**src/rtl/vga_scan_out.sv**
```systemverilog
// rtl/vga_scan_out.sv - pixel-clock VGA timing generator draining the upscaled pixel FIFO
module vga_scan_out #(
    parameter int H_ACTIVE = 640,
    parameter int H_FP     = 16,
    parameter int H_SYNC   = 96,
    parameter int H_BP     = 48,
    parameter int V_ACTIVE = 480,
    parameter int V_FP     = 10,
    parameter int V_SYNC   = 2,
    parameter int V_BP     = 33
) (
    input  logic        clk,
    input  logic        rst,
    input  logic [23:0] data_in,
    input  logic        empty,
    output logic        read_en,
    output logic        hsync,
    output logic        vsync,
    output logic        blank_n,
    output logic [7:0]  red,
    output logic [7:0]  green,
    output logic [7:0]  blue,
    output logic        frame_start,
    output logic        underflow
);

    localparam logic [9:0] H_ACT_W    = 10'(H_ACTIVE);
    localparam logic [9:0] H_SYNC_BEG = 10'(H_ACTIVE + H_FP);
    localparam logic [9:0] H_SYNC_END = 10'(H_ACTIVE + H_FP + H_SYNC);
    localparam logic [9:0] H_LAST     = 10'(H_ACTIVE + H_FP + H_SYNC + H_BP - 1);
    localparam logic [9:0] V_ACT_W    = 10'(V_ACTIVE);
    localparam logic [9:0] V_SYNC_BEG = 10'(V_ACTIVE + V_FP);
    localparam logic [9:0] V_SYNC_END = 10'(V_ACTIVE + V_FP + V_SYNC);
    localparam logic [9:0] V_LAST     = 10'(V_ACTIVE + V_FP + V_SYNC + V_BP - 1);

    typedef enum logic {
        S_WAIT = 1'b0,
        S_RUN  = 1'b1
    } state_t;

    state_t     state;
    logic [9:0] h_cnt;
    logic [9:0] v_cnt;
    logic       active;

    // Visible pixel region of the raster, from the current counter position
    always_comb begin
        active  = (h_cnt < H_ACT_W) && (v_cnt < V_ACT_W);
        read_en = (state == S_RUN) && active && !empty;
    end

    // Start-up FSM, raster counters and the one-cycle-latency output register stage
    always_ff @(posedge clk or posedge rst) begin
        if (rst) begin
            state       <= S_WAIT;
            h_cnt       <= '0;
            v_cnt       <= '0;
            hsync       <= 1'b1;
            vsync       <= 1'b1;
            blank_n     <= 1'b0;
            red         <= '0;
            green       <= '0;
            blue        <= '0;
            frame_start <= 1'b0;
            underflow   <= 1'b0;
        end else begin
            case (state)
                S_WAIT: begin
                    // Hold the raster at (0,0) until the writer has produced the first pixel
                    if (!empty) begin
                        state <= S_RUN;
                    end
                end
                S_RUN: begin
                    // Timing free-runs regardless of FIFO level so sync cadence never drifts
                    if (h_cnt == H_LAST) begin
                        h_cnt <= '0;
                        if (v_cnt == V_LAST) begin
                            v_cnt <= '0;
                        end else begin
                            v_cnt <= v_cnt + 10'd1;
                        end
                    end else begin
                        h_cnt <= h_cnt + 10'd1;
                    end

                    hsync       <= !((h_cnt >= H_SYNC_BEG) && (h_cnt < H_SYNC_END));
                    vsync       <= !((v_cnt >= V_SYNC_BEG) && (v_cnt < V_SYNC_END));
                    blank_n     <= active;
                    frame_start <= (h_cnt == 10'd0) && (v_cnt == 10'd0);

                    if (active && !empty) begin
                        red   <= data_in[23:16];
                        green <= data_in[15:8];
                        blue  <= data_in[7:0];
                    end else begin
                        // Blanking and starved pixels both go out black; starved ones are not replayed
                        red   <= '0;
                        green <= '0;
                        blue  <= '0;
                    end

                    if (active && empty) begin
                        underflow <= 1'b1;
                    end
                end
                default: state <= S_WAIT;
            endcase
        end
    end

endmodule

```
**config.mk**
```make
export PLATFORM = sky130hd
export DESIGN_NAME = vga_scan_out
export DESIGN_NICKNAME = d
export VERILOG_FILES = /design/src/rtl/vga_scan_out.sv
export SDC_FILE = /design/constraint.sdc
export NUM_CORES = 1
export LEC_CHECK = 0
export ABC_AREA = 1
export ABC_CLOCK_PERIOD_IN_PS = 2550
export CAP_MARGIN = 10
export CORE_MARGIN = 2
export CORE_UTILIZATION = 40
export CTS_CLUSTER_DIAMETER = 150
export DETAILED_ROUTE_END_ITERATION = 8
export PLACE_DENSITY = 0.68
export SLEW_MARGIN = 0
export SYNTH_ARGS = -nofsm -noshare
export SYNTH_HDL_FRONTEND = slang
export SYNTH_SLANG_ARGS = --single-unit
```
**constraint.sdc**
```tcl
create_clock -name clk -period 2.55 [get_ports clk]
set_clock_uncertainty 0.1 [all_clocks]
set_input_delay 0.51 -clock clk [delete_from_list [all_inputs] [get_ports clk]]
set_output_delay 0.51 -clock clk [all_outputs]
set_load 0.02 [all_outputs]
```
* After elaboration in Yosys (flattened, before gate mapping)
Cells that the tools add are included.
** Word-level totals
- Bits in registers :: 50
- Input bits :: 27
- Logic and storage cells :: 43
- Output and inout bits :: 30
** Operators by class
- Add/sub/neg operators :: 2
- Reductions and logical operators :: 15
- Muxes and demuxes :: 7
- Magnitude comparators :: 6
- Eq/ne operators :: 2
** Operator list (count)
- $mux W8 :: 3
- $add A10 B1 Y10 const B :: 2
- $eq A10 B10 Y1 const B :: 2
- $logic_not A10 Y1 :: 2
- $lt A10 B10 Y1 const B :: 2
- $lt A10 B9 Y1 const B :: 2
- $mux W10 :: 2
- $ge A10 B10 Y1 const B :: 1
- $ge A10 B9 Y1 const B :: 1
- $logic_and A1 B1 Y1 :: 8
- $reduce_and A2 Y1 :: 2
- $logic_not A1 Y1 :: 3
- $mux W1 :: 2

* Longest topological paths before layout
- Word-level depth :: 4
- Gate-level depth with buffers :: 9
- Gate-level depth less buffers :: 9

* Worst setup path before layout
Ideal clock, no wire load.
- Path kind :: register to output
- From :: register v_cnt[9]
- To :: output port read_en
- Slack :: 0.828 ns
- Cell stages (with the launch flop) :: 7
- Data required time :: 1.940 ns
- Path buffers :: 1
- Arrival time :: 1.112 ns
- Cell sequence :: dfrtp_1 -> inv_2 -> nand3_2 -> nor2_4 -> nand3b_4 -> buf_12 -> inv_2
** Between the ends
- Word-level cells in the longest chain between the ends :: 4
** Ends and longest elaborated chain
- from (decl) :: line 43 : logic [9:0] v_cnt;
- from (signal assigned) :: line 81 : v_cnt <= v_cnt + 10'd1;
- $lt A10 B9 Y1 :: line 48 : active = (h_cnt < H_ACT_W) && (v_cnt < V_ACT_W);
- $logic_and A1 B1 Y1 :: line 48
- $logic_and A1 B1 Y1 (2 in a row) :: line 49 : read_en = (state == S_RUN) && active && !empty;
- to (decl) :: line 16 : output logic read_en,
No other way between the ends.

* Worst setup path in the final report
- From :: register h_cnt[7]
- To :: output port read_en
** Between the ends
- Word-level cells in the longest chain between the ends :: 4
** Ends and longest elaborated chain
- from (decl) :: line 42 : logic [9:0] h_cnt;
- from (signal assigned) :: line 84 : h_cnt <= h_cnt + 10'd1;
- $lt A10 B10 Y1 :: line 48
- $logic_and A1 B1 Y1 :: line 48
- $logic_and A1 B1 Y1 (2 in a row) :: line 49
No other way between the ends.

==> impl_metrics.ini <==
[grt]
grt_max_degree = 37
grt_pass1_vias = 2033
first_pass_grt_wire_length_mm = 9.29
groute.layer.met1.usage_pct = 21.3
grt_busiest_layer = met2
gr-usage-met3_pct = 6.49
grt-ovfl-total = 0
grt_use_total_pct = 16.0
use_met2_pct = 24.3
antenna_found_initial = 0

[cts]
clock_tree.root_cell = sky130_fd_sc_hd__clkbuf_8
clock_latency_ns = 0.30
cts.sinks = 50
cts_made_buffers = 5
clock_tree_from_tritoncts = yes
cts_buffer_depth = 2
cts_htree_levels = 2
clk_pin_slew_ns = 0.09

[synthesis]
yosysWarningCount = 0
netlist_instances = 300
synth.avg_cell_area_um2 = 8.62
ys_seq_elements = 50
synth-seq-area-share_pct = 48.5
post-synth-top-area-fraction_pct = 46.4
syn_area_um2 = 2590
synth.area.top_cells = sky130_fd_sc_hd__dfrtp_1 (46%), sky130_fd_sc_hd__nand2_1 (9.9%), sky130_fd_sc_hd__o21ai_2 (7.5%)
synth.largest_area_cell = sky130_fd_sc_hd__dfrtp_1
netlist-cell-type-count = 34
nets_in_the_synthesized_netlist = 331

[drt]
via_count = 2027
route.final.wire_length_mm = 5.16
first_pass_iters = 4
antenna_violating_nets_post_route = 0
viasPerCell = 4.65
drt-initial-drc-count = 129
avgRoutedWirePerCell_um = 11.8
drc = 0

[critical_path]
crit_path_end_kind = primary output
worst-path-buf-inv = 3
cpMostUsedCell = sky130_fd_sc_hd__inv_2
crit_path_max_incr_delay_ns = 0.45
startpoint_kind_of_the_worst_setup_timing_path = flip-flop
worstPathMaxFanout = 6
critical-path-slowest-cell = sky130_fd_sc_hd__dfrtp_1
timing.critical_path.max_delay_family = simple AND/OR/NAND/NOR gates
cp_cell_sequence = inv_2 -> nor3_2 -> nor2_4 -> nand3b_4 -> inv_2 -> dlymetal6s2s_1
critPathRequiredTime_ns = 1.94
critical_register_to_register_path_startpoint = h_cnt[1]
setup.reg_to_reg.worst_slack_ns = 0.78
r2r_cell_count = 6
timing_worst_setup_path_type = flip-flop to primary output
worstSetupPathDepth = 6
worst-endpoint-arrival_ns = 1.48
reg2reg_to = v_cnt[3]

[power_and_ir_drop]
p_leak_nw = 1.58
comb_power_share_pct = 10.4
cell_internal_pwr_mw = 1.22
pwr-share-clk_pct = 36.9
power-per-cell-area_nw_per_um2 = 469
p_sw_share_pct = 21.9
vdd.ir_drop.worst_v = 0.000362
fraction_of_power_consumed_by_sequential_logic_pct = 52.8
total_switching_power_uw = 341

[placed_design]
dp.final_hpwl_mm = 3.84
place.port_buffers = 56
dpl_cell_area_um2 = 3210
gp_routability_congestion = 0.916

[sta]
timing_worst_slew_pin_value_ns = 0.526
timing.fmax_mhz = 478
grt_setup_unrepaired = false
report.final.setup_viol = 0
finalHoldViolCount = 0
final.hold.worst_slack_ns = 0.385
normalized_max_slew_margin_pct = 64.8
setup_tns_ns = 0
finalCriticalPeriod_ns = 2.09
min_period_over_period_pct = 82.1
timing_max_transition_violations_final = 0

[die]
die_width_um = 84.4
core-area_um2 = 6310
initial_utilization_pct = 41.0
io-pin-count = 57
row_count = 29
floorplan.die.height_um = 84.4
floorplan.die_area_um2 = 7130

[status]
status = complete, no violations

[cells_and_area]
post_layout_nets = 389
n_fill_cell = 593
antenna_cells = 0
design_area_um2 = 3330
post_synthesis_to_final_layout_area_growth_pct = 28.6
layout-drive-gt1-share_pct = 16.2

[run]
max_cap_violations = 0

[min_path]
timing.hold.worst.class = primary input to asynchronous set/reset pin
-- registers in the layout (all words and copies together), names as in the netlist --
signal	count
frame_start	1
h_cnt	10
hsync	1
blank_n	1
v_cnt	10
vsync	1
blue	8
red	8
underflow	1
green	8
state	1
-- power by group through the flow --
stage                     Sequential, mW  Combinational [mW]  Clock, mW
final                              0.822               0.162      0.575
after global routing               0.825               0.176      0.630
after CTS                          0.822               0.166      0.591
after detailed placement           0.837               0.166          0
after global placement             0.837               0.164          0
after floorplan                    0.862              0.0509          0
-- worst reg2reg max path, stage by stage (launching register included) --
cell                      delay (ns)
sky130_fd_sc_hd__dfrtp_1        0.38
sky130_fd_sc_hd__ha_1           0.19
sky130_fd_sc_hd__nand2_2        0.07
sky130_fd_sc_hd__nor2_4         0.17
sky130_fd_sc_hd__nand4_1        0.46
sky130_fd_sc_hd__nand2_1        0.21
sky130_fd_sc_hd__o21ai_2        0.07
-- cell usage in the layout, fill, tap and decap left out, drive strengths merged --
cell            n
nand2          73
clkdlybuf4s50  55
clkbuf          7
xor2            3
or2             1
ha              4
nand4           8
inv            53
nor4            1
bufinv          1
buf             4
a21o            1
a31o            1
a21oi           1
nand3b          2
o21ai          36
a22o            1
nand3          21
xnor2           2
dfstp           2
nor3            4
dfrtp          48
nor2           29
dlymetal6s2s    1
-- cell usage after synthesis, drive strengths merged --
cell type and count:
a21o 1, a21oi 1, a22o 1, a31o 1
buf 8, clkbuf 1, dfrtp 48, dfstp 2
ha 4, inv 53, nand2 73, nand3 21
nand3b 2, nand4 8, nor2 29, nor3 4
nor4 1, o21ai 36, or2 1, xnor2 2
xor2 3
-- what timing repair did --
action	4_1_cts	5_1_grt
hold buffers	0	0
endpoints found under the setup margin	0	1
gates resized for setup	0	1
buffers inserted	0	0
-- routing by layer --
metal	up-vias	part of all wire [%]
met1	914	46
met4	0	1.3
met3	5	8.6
met2	57	44
li1	1051	-
met5	-	0
-- layout make-up --
type	instances	area [um2]	share of cell area (%)
Sequential cell	50	1250	37.7
Multi-Input combinational cell	188	1050	31.7
Timing Repair Buffer	60	606	18.2
Inverter	53	199	5.98
Tap cell	77	96.3	2.90
Clock buffer	7	86.3	2.60
Clock inverter	1	30.0	0.903
-- through the flow --
| stage | power [mW] | utilization [%] | std cells | setup WS (ns) |
|---|---|---|---|---|
| after global routing | 1.63 | 52.7 | 436 | 0.334 |
| after CTS | 1.58 | 52.6 | 436 | 0.0863 |
| final | 1.56 | 52.7 | 436 | 0.457 |
| after global placement | 1.00 | 50.8 | 428 | 0.180 |
| after detailed placement | 1.00 | 50.8 | 428 | 0.162 |
| after floorplan | 0.913 | - | 300 | 0.742 |
-- worst max path at each step --
stage | start | endpoint | slack [ns]
floorplan | rst | blank_n | 0.74
global placement | empty | read_en | 0.18
detailed placement | empty | read_en | 0.16
CTS | h_cnt[8] | read_en | 0.09
global route | h_cnt[7] | read_en | 0.33
finish | h_cnt[7] | read_en | 0.46
-- cell families (layout without fill, tap and decap cells) --
logic type,Yosys count,count (layout),share of synthesized area (%)
simple gates,139,139,25.8
flops,50,50,48.5
buf+inv,62,121,10.7
compound gates,40,40,11.4
fa+ha+maj,4,4,1.94
xor+xnor,5,5,1.69
(Power assumes the default switching activity.)
